==> config.mk <==
export PLATFORM = sky130hd
export DESIGN_NAME = matvec_engine_flat
export DESIGN_NICKNAME = d
export VERILOG_FILES = /design/src/rtl/matvec_engine_if.sv /design/src/rtl/matvec_engine.sv /design/src/flat_wrapper.sv
export SDC_FILE = /design/constraint.sdc
export NUM_CORES = 1
export LEC_CHECK = 0
export BUFFER_PORTS_ARGS = -buffer_cell sky130_fd_sc_hd__clkbuf_2
export CAP_MARGIN = 30
export CORE_ASPECT_RATIO = 0.6
export CORE_MARGIN = 10
export CORE_UTILIZATION = 65
export CTS_BUF_LIST = sky130_fd_sc_hd__clkbuf_8
export DETAILED_ROUTE_END_ITERATION = 10
export PLACE_DENSITY_LB_ADDON = 0.3
export SYNTH_ARGS = -nofsm -noshare
export SYNTH_HDL_FRONTEND = slang
export SYNTH_SLANG_ARGS = --single-unit
==> constraint.sdc <==
create_clock -name clk -period 8.15 [get_ports clk]
set_input_delay 2.445 -clock clk [delete_from_list [all_inputs] [get_ports clk]]
set_output_delay 2.445 -clock clk [all_outputs]
set_load 0.005 [all_outputs]
==> src/rtl/matvec_engine_if.sv <==
// Handshake and bus bundle for matvec_engine: start/mode, coefficient write
// port, x input stream, y result stream and status flags.
interface matvec_engine_if #(
  parameter int DATA_W = 8,
  parameter int COEF_W = 8,
  parameter int N      = 4,
  parameter int M      = 4
);
  localparam int ACC_W = DATA_W + COEF_W + $clog2(N);
  localparam int AW    = $clog2(M * N);
  localparam int RW    = $clog2(M);

  logic              start_in;
  logic              signed_mode;
  logic              coef_we;
  logic [AW-1:0]     coef_addr;
  logic [COEF_W-1:0] coef_data;
  logic              valid_input;
  logic [DATA_W-1:0] X_load;
  logic              x_ready;
  logic              y_valid;
  logic              y_ready;
  logic [ACC_W-1:0]  y_data;
  logic [RW-1:0]     y_row;
  logic              busy;
  logic              finish;

  // Driver side: the loader / consumer environment.
  modport master (
    output start_in, signed_mode, coef_we, coef_addr, coef_data,
           valid_input, X_load, y_ready,
    input  x_ready, y_valid, y_data, y_row, busy, finish
  );

  // Engine side.
  modport slave (
    input  start_in, signed_mode, coef_we, coef_addr, coef_data,
           valid_input, X_load, y_ready,
    output x_ready, y_valid, y_data, y_row, busy, finish
  );
endinterface

==> src/rtl/matvec_engine.sv <==
// Matrix-vector multiply engine: y = A*x with an MxN coefficient store,
// one MAC per cycle, signed/unsigned operands and a valid/ready result
// stream. All outputs are registered.
module matvec_engine #(
  parameter int DATA_W = 8,
  parameter int COEF_W = 8,
  parameter int N      = 4,
  parameter int M      = 4
) (
  input  logic           clk,
  input  logic           rst,
  matvec_engine_if.slave bus
);
  localparam int ACC_W = DATA_W + COEF_W + $clog2(N);
  localparam int AW    = $clog2(M * N);
  localparam int CW    = $clog2(N);
  localparam int RW    = $clog2(M);

  typedef enum logic [2:0] {IDLE, LOAD_X, MAC, OUT, DONE} state_t;

  state_t            state_q;
  logic [CW-1:0]     col_q;
  logic [RW-1:0]     row_q;
  logic [ACC_W-1:0]  acc_q;
  logic              signed_q;
  logic [DATA_W-1:0] x_q    [N];
  logic [COEF_W-1:0] coef_q [M*N];

  logic              x_ready_q;
  logic              y_valid_q;
  logic [ACC_W-1:0]  y_data_q;
  logic [RW-1:0]     y_row_q;
  logic              busy_q;
  logic              finish_q;

  logic              coef_wr_en;
  logic [AW-1:0]     rd_idx;
  logic [DATA_W-1:0] x_cur;
  logic [COEF_W-1:0] c_cur;
  logic [ACC_W-1:0]  x_ext;
  logic [ACC_W-1:0]  c_ext;
  logic [ACC_W-1:0]  prod;
  logic [ACC_W-1:0]  acc_d;

  logic              last_col;
  logic              last_row;

  assign last_col = (col_q == CW'(N - 1));
  assign last_row = (row_q == RW'(M - 1));

  // Coefficients may only change while idle; addresses past M*N are dropped.
  assign coef_wr_en = (state_q == IDLE) && bus.coef_we &&
                      ({1'b0, bus.coef_addr} < (AW + 1)'(M * N));

  // Flattened coefficient address of A[row][col].
  assign rd_idx = AW'(row_q) * AW'(N) + AW'(col_q);
  assign x_cur  = x_q[col_q];
  assign c_cur  = coef_q[rd_idx];

  // Extend both operands to the accumulator width; the low ACC_W bits of the
  // product are then correct for both signed and unsigned operation.
  assign x_ext = signed_q ? {{(ACC_W - DATA_W){x_cur[DATA_W-1]}}, x_cur}
                          : {{(ACC_W - DATA_W){1'b0}}, x_cur};
  assign c_ext = signed_q ? {{(ACC_W - COEF_W){c_cur[COEF_W-1]}}, c_cur}
                          : {{(ACC_W - COEF_W){1'b0}}, c_cur};
  assign prod  = x_ext * c_ext;
  assign acc_d = acc_q + prod;

  // Coefficient store: persists across runs, cleared only by reset.
  always_ff @(posedge clk or negedge rst) begin
    if (!rst) begin
      for (int i = 0; i < M * N; i++) coef_q[i] <= '0;
    end else if (coef_wr_en) begin
      coef_q[bus.coef_addr] <= bus.coef_data;
    end
  end

  // Control FSM with datapath registers and registered outputs.
  always_ff @(posedge clk or negedge rst) begin
    if (!rst) begin
      state_q   <= IDLE;
      col_q     <= '0;
      row_q     <= '0;
      acc_q     <= '0;
      signed_q  <= 1'b0;
      for (int i = 0; i < N; i++) x_q[i] <= '0;
      x_ready_q <= 1'b0;
      y_valid_q <= 1'b0;
      y_data_q  <= '0;
      y_row_q   <= '0;
      busy_q    <= 1'b0;
      finish_q  <= 1'b0;
    end else begin
      case (state_q)
        IDLE: begin
          if (bus.start_in) begin
            signed_q  <= bus.signed_mode;
            col_q     <= '0;
            row_q     <= '0;
            x_ready_q <= 1'b1;
            busy_q    <= 1'b1;
            state_q   <= LOAD_X;
          end
        end
        LOAD_X: begin
          if (bus.valid_input && x_ready_q) begin
            x_q[col_q] <= bus.X_load;
            if (last_col) begin
              col_q     <= '0;
              acc_q     <= '0;
              x_ready_q <= 1'b0;
              state_q   <= MAC;
            end else begin
              col_q <= col_q + 1'b1;
            end
          end
        end
        MAC: begin
          acc_q <= acc_d;
          if (last_col) begin
            col_q     <= '0;
            y_valid_q <= 1'b1;
            y_data_q  <= acc_d;
            y_row_q   <= row_q;
            state_q   <= OUT;
          end else begin
            col_q <= col_q + 1'b1;
          end
        end
        OUT: begin
          // y_data/y_row are only reloaded on entry, so they hold under stall.
          if (bus.y_ready) begin
            y_valid_q <= 1'b0;
            if (last_row) begin
              finish_q <= 1'b1;
              state_q  <= DONE;
            end else begin
              row_q   <= row_q + 1'b1;
              col_q   <= '0;
              acc_q   <= '0;
              state_q <= MAC;
            end
          end
        end
        DONE: begin
          finish_q <= 1'b0;
          busy_q   <= 1'b0;
          state_q  <= IDLE;
        end
        default: begin
          state_q <= IDLE;
        end
      endcase
    end
  end

  assign bus.x_ready = x_ready_q;
  assign bus.y_valid = y_valid_q;
  assign bus.y_data  = y_data_q;
  assign bus.y_row   = y_row_q;
  assign bus.busy    = busy_q;
  assign bus.finish  = finish_q;

endmodule

==> src/flat_wrapper.sv <==
// flat-port wrapper written by rule: the top's interface ports become plain ports
module matvec_engine_flat 
#(
  parameter int DATA_W = 8,
  parameter int COEF_W = 8,
  parameter int N      = 4,
  parameter int M      = 4
)
  (clk, rst, bus_start_in, bus_signed_mode, bus_coef_we, bus_coef_addr, bus_coef_data, bus_valid_input, bus_X_load, bus_y_ready, bus_x_ready, bus_y_valid, bus_y_data, bus_y_row, bus_busy, bus_finish);
  matvec_engine_if #(.DATA_W(DATA_W), .COEF_W(COEF_W), .N(N), .M(M)) bus_i ();
  input  logic clk;
  input  logic rst;
  input wire logic [$bits(bus_i.start_in)-1:0] bus_start_in;
  input wire logic [$bits(bus_i.signed_mode)-1:0] bus_signed_mode;
  input wire logic [$bits(bus_i.coef_we)-1:0] bus_coef_we;
  input wire logic [$bits(bus_i.coef_addr)-1:0] bus_coef_addr;
  input wire logic [$bits(bus_i.coef_data)-1:0] bus_coef_data;
  input wire logic [$bits(bus_i.valid_input)-1:0] bus_valid_input;
  input wire logic [$bits(bus_i.X_load)-1:0] bus_X_load;
  input wire logic [$bits(bus_i.y_ready)-1:0] bus_y_ready;
  output wire logic [$bits(bus_i.x_ready)-1:0] bus_x_ready;
  output wire logic [$bits(bus_i.y_valid)-1:0] bus_y_valid;
  output wire logic [$bits(bus_i.y_data)-1:0] bus_y_data;
  output wire logic [$bits(bus_i.y_row)-1:0] bus_y_row;
  output wire logic [$bits(bus_i.busy)-1:0] bus_busy;
  output wire logic [$bits(bus_i.finish)-1:0] bus_finish;
  assign bus_i.start_in = bus_start_in;
  assign bus_i.signed_mode = bus_signed_mode;
  assign bus_i.coef_we = bus_coef_we;
  assign bus_i.coef_addr = bus_coef_addr;
  assign bus_i.coef_data = bus_coef_data;
  assign bus_i.valid_input = bus_valid_input;
  assign bus_i.X_load = bus_X_load;
  assign bus_i.y_ready = bus_y_ready;
  assign bus_x_ready = bus_i.x_ready;
  assign bus_y_valid = bus_i.y_valid;
  assign bus_y_data = bus_i.y_data;
  assign bus_y_row = bus_i.y_row;
  assign bus_busy = bus_i.busy;
  assign bus_finish = bus_i.finish;
  matvec_engine #(.DATA_W(DATA_W), .COEF_W(COEF_W), .N(N), .M(M)) u_core (.clk(clk), .rst(rst), .bus(bus_i));
endmodule
==> flow_summary.yaml <==
outcome:
  status: "completed"
clocking:
  cts_resized: 0
  cts_made_buffers: 31
  clockBufferDepth: 3
  post_cts_buffers: 0
  clk_pin_slew_worst_paths_ps: 60
  htreeDepth: 1
  cts.sinks: 210
  cts_hold_buffers: 0
  tritoncts: "built"
  cts_root_buffer: "clkbuf_8"
  clkLatencyLatePin_ps: 620
die:
  die_w_um: 209
  dieArea_um2: 27800
  start_util: 0.661
  rows: 41
  core_um2: 21000
  io_pins: 51
  fp.dieH_um: 133
place:
  dp.final_hpwl_um: 23200
  io_buffers: 50
  place_congestion: 0.897
yosys:
  yosys-top-cells-count: "210 x dfrtp_1, 185 x inv_1, 168 x mux2_2, 103 x fa_1, 99 x nand2_1"
  muxShareOfSynthArea: 0.214
  synth-seq-cells: 210
  synthSimpleGateAreaFrac: 0.0727
  syn_inst: 1158
  ys_warn_count: 0
  syn-cell-area_um2: 13900
  yosys.cell_types.count: 46
  synth_top_family_by_area: "multiplexers"
  synth_top_cell_by_area: "dfrtp_1"
  synthTopCellsByArea: "dfrtp_1 38%, fa_1 15%, mux2_2 14%"
  synth_xor_area_frac: 0.0243
  ys.flop_type: "dfrtp_1"
  syn-num-nets: 1357
  synth_seq_area_share: 0.378
  yosys.cell_count.top_type: "dfrtp_1"
  async_flop_share: 1.00
  synth_edf_count: 0
  synth_compound_area_frac: 0.0384
  synth_top_cell_area_share: 0.378
  synthAdderAreaFrac: 0.210
  syn-mean-instance-area_um2: 12.0
global_route:
  grt_remaining_overflow: 0
  grt_max_degree: 75
  grt_pass1_wl_um: 51000
  antenna_found_initial: 0
  track_usage: 0.229
  grt_pass1_vias: 9299
timing:
  setup_viol: 0
  clock.fmax_mhz: 137
  worst_slew_pin_slew_ps: 999
  skew_ps: 29.5
  period_share: 0.899
  hold_viol_final: 0
  timing.slew.headroom: 0.331
  fin_crit_ps: 7320
  setup_tns_ps: 0
  grt_setup_unrepaired: "no"
  maxSlewViolCount: 0
worst_setup_path:
  cp_slowest_stage_delay_ps: 1030
  crit_path_cell_trace: "mux4_2 -> and2_1 -> nand2_1 -> fa_1 -> inv_1 -> fa_1 -> inv_1 -> fa_1 -> inv_1 -> fa_1 -> fa_1 -> inv_1 -> fa_1 -> inv_1 -> ha_1 -> nor2b_1 -> nor2b_1 -> a211o_1 -> and3_1 -> o31ai_1"
  arrival_ps: 7820
  critPathSlowestCell: "dfrtp_2"
  cp_max_fo: 42
  cpLargestDelayFamily: "adder cells"
  cp_common_cell: "fa_1"
  startpoint_type: "register"
  cp.required_ps: 8650
  crit_buf_inv: 5
  end_kind: "register"
  path_class: "register to register"
detailed_routing:
  drc: 0
  firstDrtPassIters: 5
  drtAntennaViolNets: 0
  wl_per_cell_um: 20.4
  wirelength_um: 30800
  first_iter_violations: 740
  vias: 8824
  avgViaCountPerCell: 5.85
pwr:
  p_leak_uw: 0.00768
  ir_drop_v: 0.000246
  p_per_area_nw_per_um2: 342
  power_uw: 5180
cells_and_area:
  antenna_cells: 0
  nets: 1408
  final_core_util: 0.720
  area_delta_synth_final_pct: 8.86
  drive_gt1_frac: 0.267
run:
  maxCapViolations: 0
worst_hold_path:
  min_path_type: "register to register"
[through the flow]
stage / instance area, um^2 / worst slack [ps] / cells / hold slack (ps)
after floorplan: 13900 / 1370 / 1158 / 450
after global placement: 14400 / 1030 / 1451 / 462
after detailed placement: 14400 / 875 / 1452 / 466
after CTS: 15100 / 863 / 1506 / 479
after global routing: 15100 / 396 / 1509 / 506
final: 15100 / 827 / 1509 / 473
[cells in the final DEF (no fill, tap or decap), types with 2 or more instances in the layout]
cell type,count
xor2_1,8
and3_1,10
bufinv_16,2
a22o_1,5
nor3_1,6
mux4_2,47
nor3_2,2
nand2b_1,4
xnor2_1,28
a21oi_1,17
clkbuf_2,49
o21ai_0,34
and2_1,39
nor2b_1,6
nand3_1,4
ha_1,69
nor2_1,29
o211ai_1,3
o31ai_1,6
a31oi_1,2
inv_1,195
buf_4,6
fa_1,103
buf_12,2
mux2_2,168
clkbuf_8,41
dfrtp_2,2
a21o_1,6
nand2_1,99
nor3b_2,2
dfrtp_1,208
o21bai_1,2
a211oi_1,2
o21a_1,3
or3_1,4
[cell type report]
class / instances / area [um^2]
Multi-Input combinational cell: 721 / 7790
Fill cell: 1470 / 5890
Sequential cell: 210 / 5260
Inverter: 185 / 694
Clock buffer: 40 / 551
Timing Repair Buffer: 60 / 383
Tap cell: 279 / 349
Clock inverter: 14 / 114
[tightest hold or removal path: stages, from the launching register on]
cell,delay [ps]
dfrtp_1,340
nand2_1,50
o31ai_1,50
[per-layer routing]
metal | up-vias | share of wire | wire length [um] | track usage
li1 | 3954 | - | - | -
met1 | 4499 | 0.47 | 14600 | 0.343
met2 | 316 | 0.42 | 13000 | 0.325
met3 | 55 | 0.086 | 2670 | 0.0623
met4 | 0 | 0.020 | 625 | 0.0501
met5 | - | 0 | 0 | 0
[power by group]
group          switching [uW]  leakage, uW  internal [uW]  total (uW)
registers                 261      0.00282           1330        1590
logic                    1480      0.00449           1190        2670
clock network             423     0.000373            500         923
total                    2160      0.00768           3020        5180
[logic make-up after synthesis]
kind of cell	Yosys count
buffers and inverters	227
muxes	216
and+or+nand+nor	210
DFF	210
adders and majority gates	172
AOI/OAI and AO/OA	86
xor gates and xnor gates	37
[state kept, by name (all words and copies together), names as in the netlist]
register	cells
u_core.bus.y_valid	1
u_core.bus.x_ready	1
u_core.x_q	32
u_core.bus.finish	1
u_core.signed_q	1
u_core.coef_q	128
u_core.col_q	2
u_core.row_q	2
u_core.bus.y_data	18
u_core.acc_q	18
u_core.state_q	3
u_core.bus.busy	1
u_core.bus.y_row	2
[final timing paths]
kind,start,to,slack (ps),depth (start not counted)
min reg2reg,u_core.bus.y_data[17]$_DFFE_PN0P_,u_core.bus.y_data[17]$_DFFE_PN0P_,470,2
min,u_core.bus.y_data[17]$_DFFE_PN0P_,u_core.bus.y_data[17]$_DFFE_PN0P_,470,2
max in group asynchronous,rst,u_core.x_q[28]$_DFFE_PN0P_,5180,3
min in group asynchronous,rst,u_core.coef_q[121]$_DFFE_PN0P_,1770,1
max reg2reg,u_core.col_q[1]$_DFFE_PN0P_,u_core.acc_q[17]$_DFFE_PN0P_,830,20
max,u_core.col_q[1]$_DFFE_PN0P_,u_core.acc_q[17]$_DFFE_PN0P_,830,20
No activity file was read; power rests on OpenSTA's default activity.
